$ cat src/rtl/eight_bit_mul_seq.sv
// Sequential 8x8 shift-add multiplier: one multiplier bit per cycle, 8-cycle latency.
// Define EIGHT_BIT_MUL_SIGNED_EN for two's-complement operands; default is unsigned.
module eight_bit_mul_seq (
    input  logic        clk,
    input  logic        rst_n,
    input  logic        start,
    input  logic [7:0]  a,
    input  logic [7:0]  b,
    output logic        busy,
    output logic        done,
    output logic [15:0] product
);

    localparam int unsigned OP_W   = 8;
    localparam int unsigned PROD_W = 16;
    localparam int unsigned ACC_W  = 17;
    localparam int unsigned CNT_W  = 3;

    localparam logic [0:0] IDLE = 1'b0;
    localparam logic [0:0] RUN  = 1'b1;

    localparam logic [CNT_W-1:0] LAST_CNT = CNT_W'(OP_W - 1);

    logic [0:0]        state, state_nxt;
    logic [CNT_W-1:0]  cnt, cnt_nxt;
    logic [PROD_W-1:0] mcand, mcand_nxt;
    logic [OP_W-1:0]   mplier, mplier_nxt;
    logic [ACC_W-1:0]  acc, acc_nxt;
    logic              busy_nxt, done_nxt;
    logic [PROD_W-1:0] product_nxt;

    logic [PROD_W-1:0] ext_a;
    logic              sub_step;
    logic [ACC_W-1:0]  addend;
    logic [ACC_W-1:0]  acc_step;

`ifdef EIGHT_BIT_MUL_SIGNED_EN
    // Multiplier MSB carries weight -2^7, so its partial product is subtracted.
    assign ext_a    = {{OP_W{a[OP_W-1]}}, a};
    assign sub_step = (cnt == LAST_CNT);
`else
    assign ext_a    = {{OP_W{1'b0}}, a};
    assign sub_step = 1'b0;
`endif

    assign addend   = mplier[0] ? {1'b0, mcand} : '0;
    assign acc_step = sub_step ? (acc - addend) : (acc + addend);

    // Next-state and output logic
    always_comb begin
        state_nxt   = state;
        cnt_nxt     = cnt;
        mcand_nxt   = mcand;
        mplier_nxt  = mplier;
        acc_nxt     = acc;
        busy_nxt    = busy;
        done_nxt    = 1'b0;
        product_nxt = product;

        case (state)
            IDLE: begin
                busy_nxt = 1'b0;
                if (start) begin
                    state_nxt  = RUN;
                    cnt_nxt    = '0;
                    mcand_nxt  = ext_a;
                    mplier_nxt = b;
                    acc_nxt    = '0;
                    busy_nxt   = 1'b1;
                end
            end
            RUN: begin
                acc_nxt    = acc_step;
                mcand_nxt  = mcand << 1;
                mplier_nxt = mplier >> 1;
                cnt_nxt    = cnt + CNT_W'(1);
                if (cnt == LAST_CNT) begin
                    state_nxt   = IDLE;
                    busy_nxt    = 1'b0;
                    done_nxt    = 1'b1;
                    product_nxt = acc_step[PROD_W-1:0];
                end
            end
            default: begin
                state_nxt = IDLE;
                busy_nxt  = 1'b0;
            end
        endcase
    end

    // State and datapath registers
    always_ff @(posedge clk or negedge rst_n) begin
        if (!rst_n) begin
            state   <= IDLE;
            cnt     <= '0;
            mcand   <= '0;
            mplier  <= '0;
            acc     <= '0;
            busy    <= 1'b0;
            done    <= 1'b0;
            product <= '0;
        end else begin
            state   <= state_nxt;
            cnt     <= cnt_nxt;
            mcand   <= mcand_nxt;
            mplier  <= mplier_nxt;
            acc     <= acc_nxt;
            busy    <= busy_nxt;
            done    <= done_nxt;
            product <= product_nxt;
        end
    end

endmodule

$ cat config.mk
export PLATFORM = sky130hd
export DESIGN_NAME = eight_bit_mul_seq
export DESIGN_NICKNAME = d
export VERILOG_FILES = /design/src/rtl/eight_bit_mul_seq.sv
export SDC_FILE = /design/constraint.sdc
export NUM_CORES = 1
export LEC_CHECK = 0
export ABC_AREA = 0
export BUFFER_PORTS_ARGS = -buffer_cell sky130_fd_sc_hd__buf_4
export CAP_MARGIN = 20
export CORE_MARGIN = 2
export CORE_UTILIZATION = 58
export DETAILED_ROUTE_END_ITERATION = 12
export GPL_TIMING_DRIVEN = 0
export PLACE_DENSITY_LB_ADDON = 0.1
export RECOVER_POWER = 50
export SLEW_MARGIN = 40
export SYNTH_ARGS = -nofsm -noshare
export SYNTH_HDL_FRONTEND = slang
export SYNTH_SLANG_ARGS = --single-unit
$ cat constraint.sdc
create_clock -name clk -period 3.25 [get_ports clk]
set_clock_uncertainty 0.15 [all_clocks]
set_input_delay 0.4875 -clock clk [delete_from_list [all_inputs] [get_ports clk]]
set_output_delay 0.4875 -clock clk [all_outputs]
set_load 0.02 [all_outputs]
==> metrics.csv, run 1 <==
stage,metric,value,unit
sta,max_slew headroom,0.5271,%
sta,Fmax,0.3241,GHz
die,starting density of the core,60.01,%
status,status,finished clean,
clocking,maximum root-to-sink buffer count,2,
placed_design,number of port buffers,35,
routing,Initial DRT Pass Iterations,4,
clocking,Resize count post-CTS,0,
routing,vias,2467,
sta,Fin. Hold Viols,0,
final_layout,storage element area,1551,um^2
final_layout,number of diodes,0,
clocking,CTS tree,built,
die,Ports,37,
yosys,post-synthesis register bit count,62,
power_and_ir_drop,Peak VDD IR,660.5,uV
sta,Tcrit/Tclk final,94.92,%
setup_path,crit-path max FO,10,
placed_design,GPL Wtd Cong,0.8613,
routing,Routed Antenna Nets,0,
clocking,number of setup buffers added after CTS,0,
die,Die Footprint,6281,um^2
global_route,first-pass GRT wire length,11.69,mm
global_route,largest net degree at the start of global routing,63,
clocking,"Reg clk slew, reported paths",80,ps
yosys,Synth cell types,45,
global_route,all-layer global routing usage,24.26,%
global_route,initial antenna violation count,0,
final_layout,area of the multi-input gates,1650,um^2
yosys,Avg Inst Size Synth,10.59,um^2
worst_hold_path,worst hold path type,input port to flip-flop,
yosys,number of flops mapped to enable cells by yosys,0,
final_layout,Layout fillers,452,
run,max_cap viols,0,
sta,Final min period,3085,ps
clocking,CTS Hold Bufs,0,
yosys,post-synthesis sequential area ratio,47.24,%
setup_path,CP startpoint kind,flip-flop,
yosys,cell taking the most area after synthesis,dfrtp_1,
final_layout,final layout net count,393,
routing,post-DR vias/cell,5.697,
routing,DRC Markers,0,
routing,DRT iter0 DRCs,150,
yosys,Yosys warnings,0,
yosys,"Async S/R FF share, synth",100.0,%
placed_design,Detail Placement HPWL,4.884,mm
die,core area,5473,um^2
yosys,Yosys top cell area share,47.24,%
sta,total negative slack,0,ps
routing,mean routed wirelength per cell,15.56,um
yosys,dominant register cell in the synthesized netlist,dfrtp_1,
sta,# setup viols final,0,
power_and_ir_drop,Overall Power,3.437,mW
clocking,Num Clock Sinks,62,
global_route,vias in the first global route,2462,
yosys,Area contributors post-synth,"dfrtp_1 47%, ha_1 6.5%, mux2i_1 5.5%",
setup_path,WP data arrival,3160,ps
sta,Final Max Tran Viols,0,
die,# rows,27,
global_route,Overflow after GRT,0,
power_and_ir_drop,Power Density,895.9,nW/um^2
setup_path,Setup CP Type,flip-flop to flip-flop,
sta,setup repair after global routing missed its margin,no,
setup_path,CP required,3330,ps
clocking,worst skew pair latency,340,ps
power_and_ir_drop,leak pwr,1.878,nW
final_layout,Layout area overhead,16.80,%
clocking,H-tree Lvls,3,
yosys,Synth Net Count,347,
yosys,Mapped Cells,310,
sta,Worst Tran Pin Value,1492,ps
die,die width,79.25,um
clocking,CTS buffer count,9,
yosys,synthesized area,3284,um^2
setup_path,Critical Path Sink Type,flip-flop,
clocking,clk root buf,clkbuf_8,
die,Die H,79.25,um
routing,Detailed Route WL,6.738,mm
final_layout,share of layout cells above drive strength 1,17.17,%
-- layout make-up --
| cell class | count | area share (%) |
|---|---|---|
| inverters | 5 | 0.4892 |
| clock inverters | 6 | 2.446 |
| plain buffers | 15 | 1.663 |
| multi-input cells | 228 | 43.02 |
| repair buffers | 35 | 6.001 |
| clock buffers | 10 | 3.588 |
| well taps | 72 | 2.348 |
| flip-flops and latches | 62 | 40.44 |
-- routing by layer --
layer  GRT usage, %  wire length [um]  up-vias  share of wire, %
li1               -                 -     1204                 -
met1          32.41              3150     1186                47
met2          38.56              3144       66                47
met3          5.795               347       11               5.1
met4          8.966                95        0               1.4
met5              0                 0        -                 0
-- sequential cells by signal, indices dropped and copies added, names as in the netlist --
name / count
state: 1
cnt: 3
acc: 16
mplier: 8
done: 1
busy: 1
product: 16
mcand: 16
-- worst paths after layout --
check	from	end	slack (ps)	depth (start not counted)
setup reg to reg	mplier[0]	product[14]	160	10
hold / removal	b[7]	mplier[7]	240	3
hold reg to reg	product[2]	product[2]	330	2
setup / recovery	mplier[0]	product[14]	160	10
min in group asynchronous	rst_n	product[1]	360	1
max in group asynchronous	rst_n	product[10]	1710	1
-- layout by cell type (no fill, tap or decap), types with 2 or more instances in the layout --
| cell type | synthesis | final |
|---|---|---|
| dfrtp_1 | 62 | 62 |
| nand2_1 | 40 | 40 |
| o21ai_0 | 26 | 26 |
| buf_4 | 0 | 26 |
| clkbuf_1 | 11 | 19 |
| mux2i_1 | 18 | 18 |
| ha_1 | 17 | 17 |
| and2_1 | 16 | 16 |
| a22o_1 | 16 | 16 |
| mux2_2 | 11 | 11 |
| clkbuf_8 | 0 | 10 |
| nor2_1 | 9 | 9 |
| a21oi_1 | 9 | 9 |
| xnor2_1 | 8 | 8 |
| nand2b_1 | 8 | 8 |
| nand3_1 | 5 | 5 |
| inv_1 | 4 | 4 |
| a21o_1 | 4 | 4 |
| a31oi_1 | 4 | 4 |
| xor2_1 | 4 | 4 |
| buf_1 | 3 | 3 |
| or3_1 | 3 | 3 |
| nor2b_1 | 2 | 2 |
| a21boi_0 | 2 | 2 |
| and3_1 | 2 | 2 |
| o2111ai_1 | 2 | 2 |
| o211ai_1 | 2 | 2 |
| o21a_1 | 2 | 2 |
| a32o_1 | 2 | 2 |
| bufinv_16 | 0 | 2 |
| clkinv_4 | 0 | 2 |
-- through the flow --
step,worst slack [ps],instance area [um^2],hold slack (ps),util (%),instances
floorplan,471.4,3284,41.91,-,310
global placement,169.6,3637,310.8,66.46,417
detailed placement,162.9,3637,318.8,66.46,417
CTS,142.8,3869,90.82,70.69,433
global route,13.91,3836,263.2,70.10,433
finish,165.0,3836,241.4,70.10,433
-- report_power, final --
group	switching [mW]	total, mW	internal (mW)
Combinational	0.779	1.38	0.600
Clock	0.317	0.775	0.458
Sequential	0.195	1.28	1.09
Total	1.29	3.44	2.15
-- Yosys cell counts, drive strengths merged (2+ instances only) --
cell type and n:
a32o 2, o21ai 26, a21boi 2, ha 17, or3 3, o21a 2, a22o 16, mux2i 18
mux2 12, buf 4, a21o 5, o211ai 2, clkbuf 11, inv 4, nand2 40, xnor2 8
o2111ai 2, a21oi 9, a31oi 5, nand3 5, and2 16, xor2 4, nor2b 2, and3 2
dfrtp 62, nor2 10, nand2b 8
-- kinds of logic after synthesis --
kind of cell / count (synthesis) / share of synthesized area [%]
buffers and inverters: 20 / 2.514
multiplexers: 30 / 9.714
flip-flops: 62 / 47.24
XOR/XNOR: 12 / 3.200
adder cells (fa/ha/maj): 18 / 7.086
AND/OR/NAND/NOR: 90 / 13.45
AO/OA/AOI/OAI: 78 / 16.80
-- worst max-delay path: stages (launching register included) --
cell	delay [ps]
dfrtp_1	470
clkbuf_1	210
and2_1	190
ha_1	200
fa_1	400
a21o_2	230
a31oi_2	230
nor2_2	100
a2111oi_4	370
xnor2_1	130
mux2_4	270
Note: power is estimated with default switching activity, not from simulation.
==> run 2: changes to the inputs <==
ABC_AREA = 1   (was 0)
CORE_UTILIZATION = 59   (was 58)
HOLD_SLACK_MARGIN = 0.05   (was default)
==> run 2 against run 1 <==
Compared with the run above: the flow now finishes with violations (capacitance limit, slew limit); core utilization increased by 1.1 points; sequential cell count is the same; power shrank 6.6%; register-to-register slack improved by 520 ps; die area rose by 1.8%; cell count is 33% higher; via count grew 19%; sequential share of layout area fell by 1.1 points; synthesized cell count is 45% higher; critical path depth rose by 3; non-clock buffer count is 1 higher.
==> metrics.csv, run 2 <==
stage,metric,value,unit,change
routing,mean routed wirelength per cell,13.03,um,-16%
final_layout,Layout area overhead,15.80,%,
final_layout,share of layout cells above drive strength 1,12.55,%,-4.6 points
routing,vias,2930,,+19%
yosys,dominant register cell in the synthesized netlist,dfrtp_1,,
yosys,Synth cell types,29,,-36%
yosys,post-synthesis register bit count,62,,unchanged
die,Die H,79.98,um,+0.91%
routing,Detailed Route WL,7.481,mm,+11%
placed_design,GPL Wtd Cong,0.9083,,+5.5%
setup_path,"most used cell, CP",nand2_1,,
clocking,number of setup buffers added after CTS,0,,unchanged
placed_design,dpl cell area,3766,um^2,+3.5%
final_layout,"Cell Count, Final, Fillers Out",574,,+33%
sta,Fin. Hold Viols,0,,unchanged
yosys,Yosys warnings,0,,unchanged
global_route,first-pass GRT wire length,12.71,mm,+8.7%
yosys,number of flops mapped to enable cells by yosys,0,,unchanged
final_layout,"commonest non-fill, non-tap cell in the layout",nand2_1,,
yosys,Area contributors post-synth,"dfrtp_1 46%, nand2_1 21%, inv_1 7.1%",,
yosys,synthesized area,3406,um^2,+3.7%
setup_path,CP Cell Sequence,buf_2 -> clkbuf_1 -> nand2_1 -> inv_1 -> ha_1 -> fa_1 -> nand2_1 -> nand2_1 -> nand3b_1 -> nand2_1 -> or2_1 -> nand3_1 -> nand2_1,,
routing,DRT iter0 DRCs,134,,-11%
clocking,"Reg clk slew, reported paths",70,ps,about the same
yosys,Mapped Cells,451,,+45%
yosys,cell taking the most area after synthesis,dfrtp_1,,
routing,DRC Markers,0,,unchanged
final_layout,final core area utilization,71.18,%,+1.1 points
setup_path,Critical Path Sink Type,flip-flop,,
yosys,Synth top cells by count,"187 x nand2_1, 64 x inv_1, 62 x dfrtp_1",,
yosys,"Async S/R FF share, synth",100.0,%,unchanged
setup_path,Top delay family on crit path,simple AND/OR/NAND/NOR gates,,
global_route,largest net degree at the start of global routing,63,,unchanged
setup_path,reg2reg path depth,13,,+3
sta,Fmax,0.3905,GHz,+20%
sta,total negative slack,0,ps,unchanged
placed_design,# placed instances,559,,+34%
setup_path,crit-path max FO,10,,unchanged
placed_design,Detail Placement HPWL,5.342,mm,+9.4%
setup_path,CP max stage cell,fa_1,,
yosys,top-count cell post-synth,nand2_1,,
die,starting density of the core,61.47,%,+1.5 points
routing,post-DR vias/cell,5.105,,-10%
status,status,"complete, but fails checks",,
die,Ports,37,,unchanged
setup_path,critical path depth in cells,13,,+3
status,violated checks,"capacitance limit, slew limit",,
routing,Routed Antenna Nets,0,,unchanged
clocking,maximum root-to-sink buffer count,2,,unchanged
power_and_ir_drop,Peak VDD IR,388.1,uV,-41%
final_layout,number of diodes,0,,unchanged
power_and_ir_drop,leak pwr,2.302,nW,+23%
routing,Initial DRT Pass Iterations,4,,unchanged
power_and_ir_drop,Power Density,814.3,nW/um^2,-9.1%
final_layout,fin area,3944,um^2,+2.8%
die,Die Footprint,6396,um^2,+1.8%
die,# rows,27,,unchanged
yosys,Yosys top cell area share,45.55,%,-1.7 points
sta,Worst Tran Pin Value,1502,ps,+10.28 ps
yosys,post-synthesis sequential area ratio,45.55,%,-1.7 points
clocking,Num Clock Sinks,62,,unchanged
setup_path,Max stage delay on crit path,410,ps,-60 ps
global_route,vias in the first global route,2802,,+14%
setup_path,WP data arrival,2630,ps,-530 ps
sta,Final min period,2561,ps,-524.2 ps
clocking,CTS tree,built,,
die,core area,5540,um^2,+1.2%
sta,# setup viols final,0,,unchanged
final_layout,biggest regs,"acc: 16 flops, mcand: 16 flops, product: 16 flops",,
setup_path,CP startpoint kind,flip-flop,,
yosys,Synth Net Count,488,,+41%
clocking,Resize count post-CTS,0,,unchanged
setup_path,Setup CP Type,flip-flop to flip-flop,,
clocking,clk root buf,clkbuf_8,,
yosys,Avg Inst Size Synth,7.552,um^2,-29%
global_route,all-layer global routing usage,26.15,%,+1.9 points
run,max_cap viols,1,,+1
setup_path,CP required,3320,ps,about the same
sta,setup repair after global routing missed its margin,no,,
global_route,initial antenna violation count,0,,unchanged
sta,Tcrit/Tclk final,78.79,%,-16 points
final_layout,most frequent cells in the layout,"187 x nand2_1, 65 x inv_1, 62 x dfrtp_1",,
setup_path,CP bufs+invs,3,,+2
die,die width,79.98,um,+0.91%
worst_hold_path,worst hold path type,input port to flip-flop,,
final_layout,final layout net count,536,,+36%
global_route,Overflow after GRT,0,,unchanged
worst_hold_path,WHS Path Cells,3,,unchanged
sta,Final Max Tran Viols,62,,+62
clocking,H-tree Lvls,3,,unchanged
sta,max_slew headroom,-0.1581,%,-0.69 points
clocking,CTS buffer count,9,,unchanged
placed_design,number of port buffers,36,,+2.9%
clocking,worst skew pair latency,330,ps,about the same
final_layout,Layout fillers,456,,+0.88%
clocking,CTS Hold Bufs,0,,unchanged
run 2: final timing paths:
path / slack, ps / endpoint / start
min in group asynchronous: 910 / product[1] / rst_n
setup reg to reg: 690 / product[6] / mplier[0]
max in group asynchronous: 1150 / mcand[5] / rst_n
hold / removal: 200 / mplier[6] / b[6]
setup / recovery: 690 / product[6] / mplier[0]
hold reg to reg: 330 / product[8] / product[8]
run 2: worst register-to-register path: cells and delay by family, from the launching register on:
kind | cells | cell delay (ps)
buf+inv | 3 | 440
fa+ha+maj | 2 | 610
simple gates | 8 | 900
flops | 1 | 350
run 2: power by group:
part	internal (mW)	total [mW]	switching [mW]
logic	0.519	1.37	0.853
clock network	0.330	0.607	0.277
registers	1.07	1.23	0.161
total	1.92	3.21	1.29
run 2: cells by family after synthesis:
family | Yosys count | share of synthesized area, %
adder cells (fa/ha/maj) | 18 | 6.833
flip-flops | 62 | 45.55
buffers and inverters | 80 | 9.368
AO/OA/AOI/OAI | 37 | 6.686
XOR/XNOR | 5 | 1.286
AND/OR/NAND/NOR | 249 | 30.27
run 2: cell type report:
cell class                      instances  area, um^2  share of cell area (%)
Tap cell                               72       90.09                   2.284
Inverter                               66       247.7                   6.282
Buffer                                 14       67.56                   1.713
Multi-Input combinational cell        309        1535                   38.93
Clock inverter                          1       5.005                  0.1269
Timing Repair Buffer                   37       277.8                   7.043
Clock buffer                           13       168.9                   4.283
Sequential cell                        62        1551                   39.34
run 2: through the flow:
stage	worst slack [ps]	total power, mW	hold slack (ps)
6_report	689.2	3.211	196.6
4_1_cts	690.0	3.226	112.9
2_1_floorplan	1031	2.170	41.91
3_3_place_gp	756.5	2.562	312.7
5_1_grt	506.2	3.471	215.1
3_5_place_dp	745.4	2.608	317.2
run 2: routing by layer:
metal  routed length [um]  vias up  global-route usage (%)
li1                     -     1501                       -
met1                 3516     1336                   35.35
met4                  116        0                   10.17
met3                  428       11                   4.751
met5                    0        -                       0
met2                 3419       82                   41.75
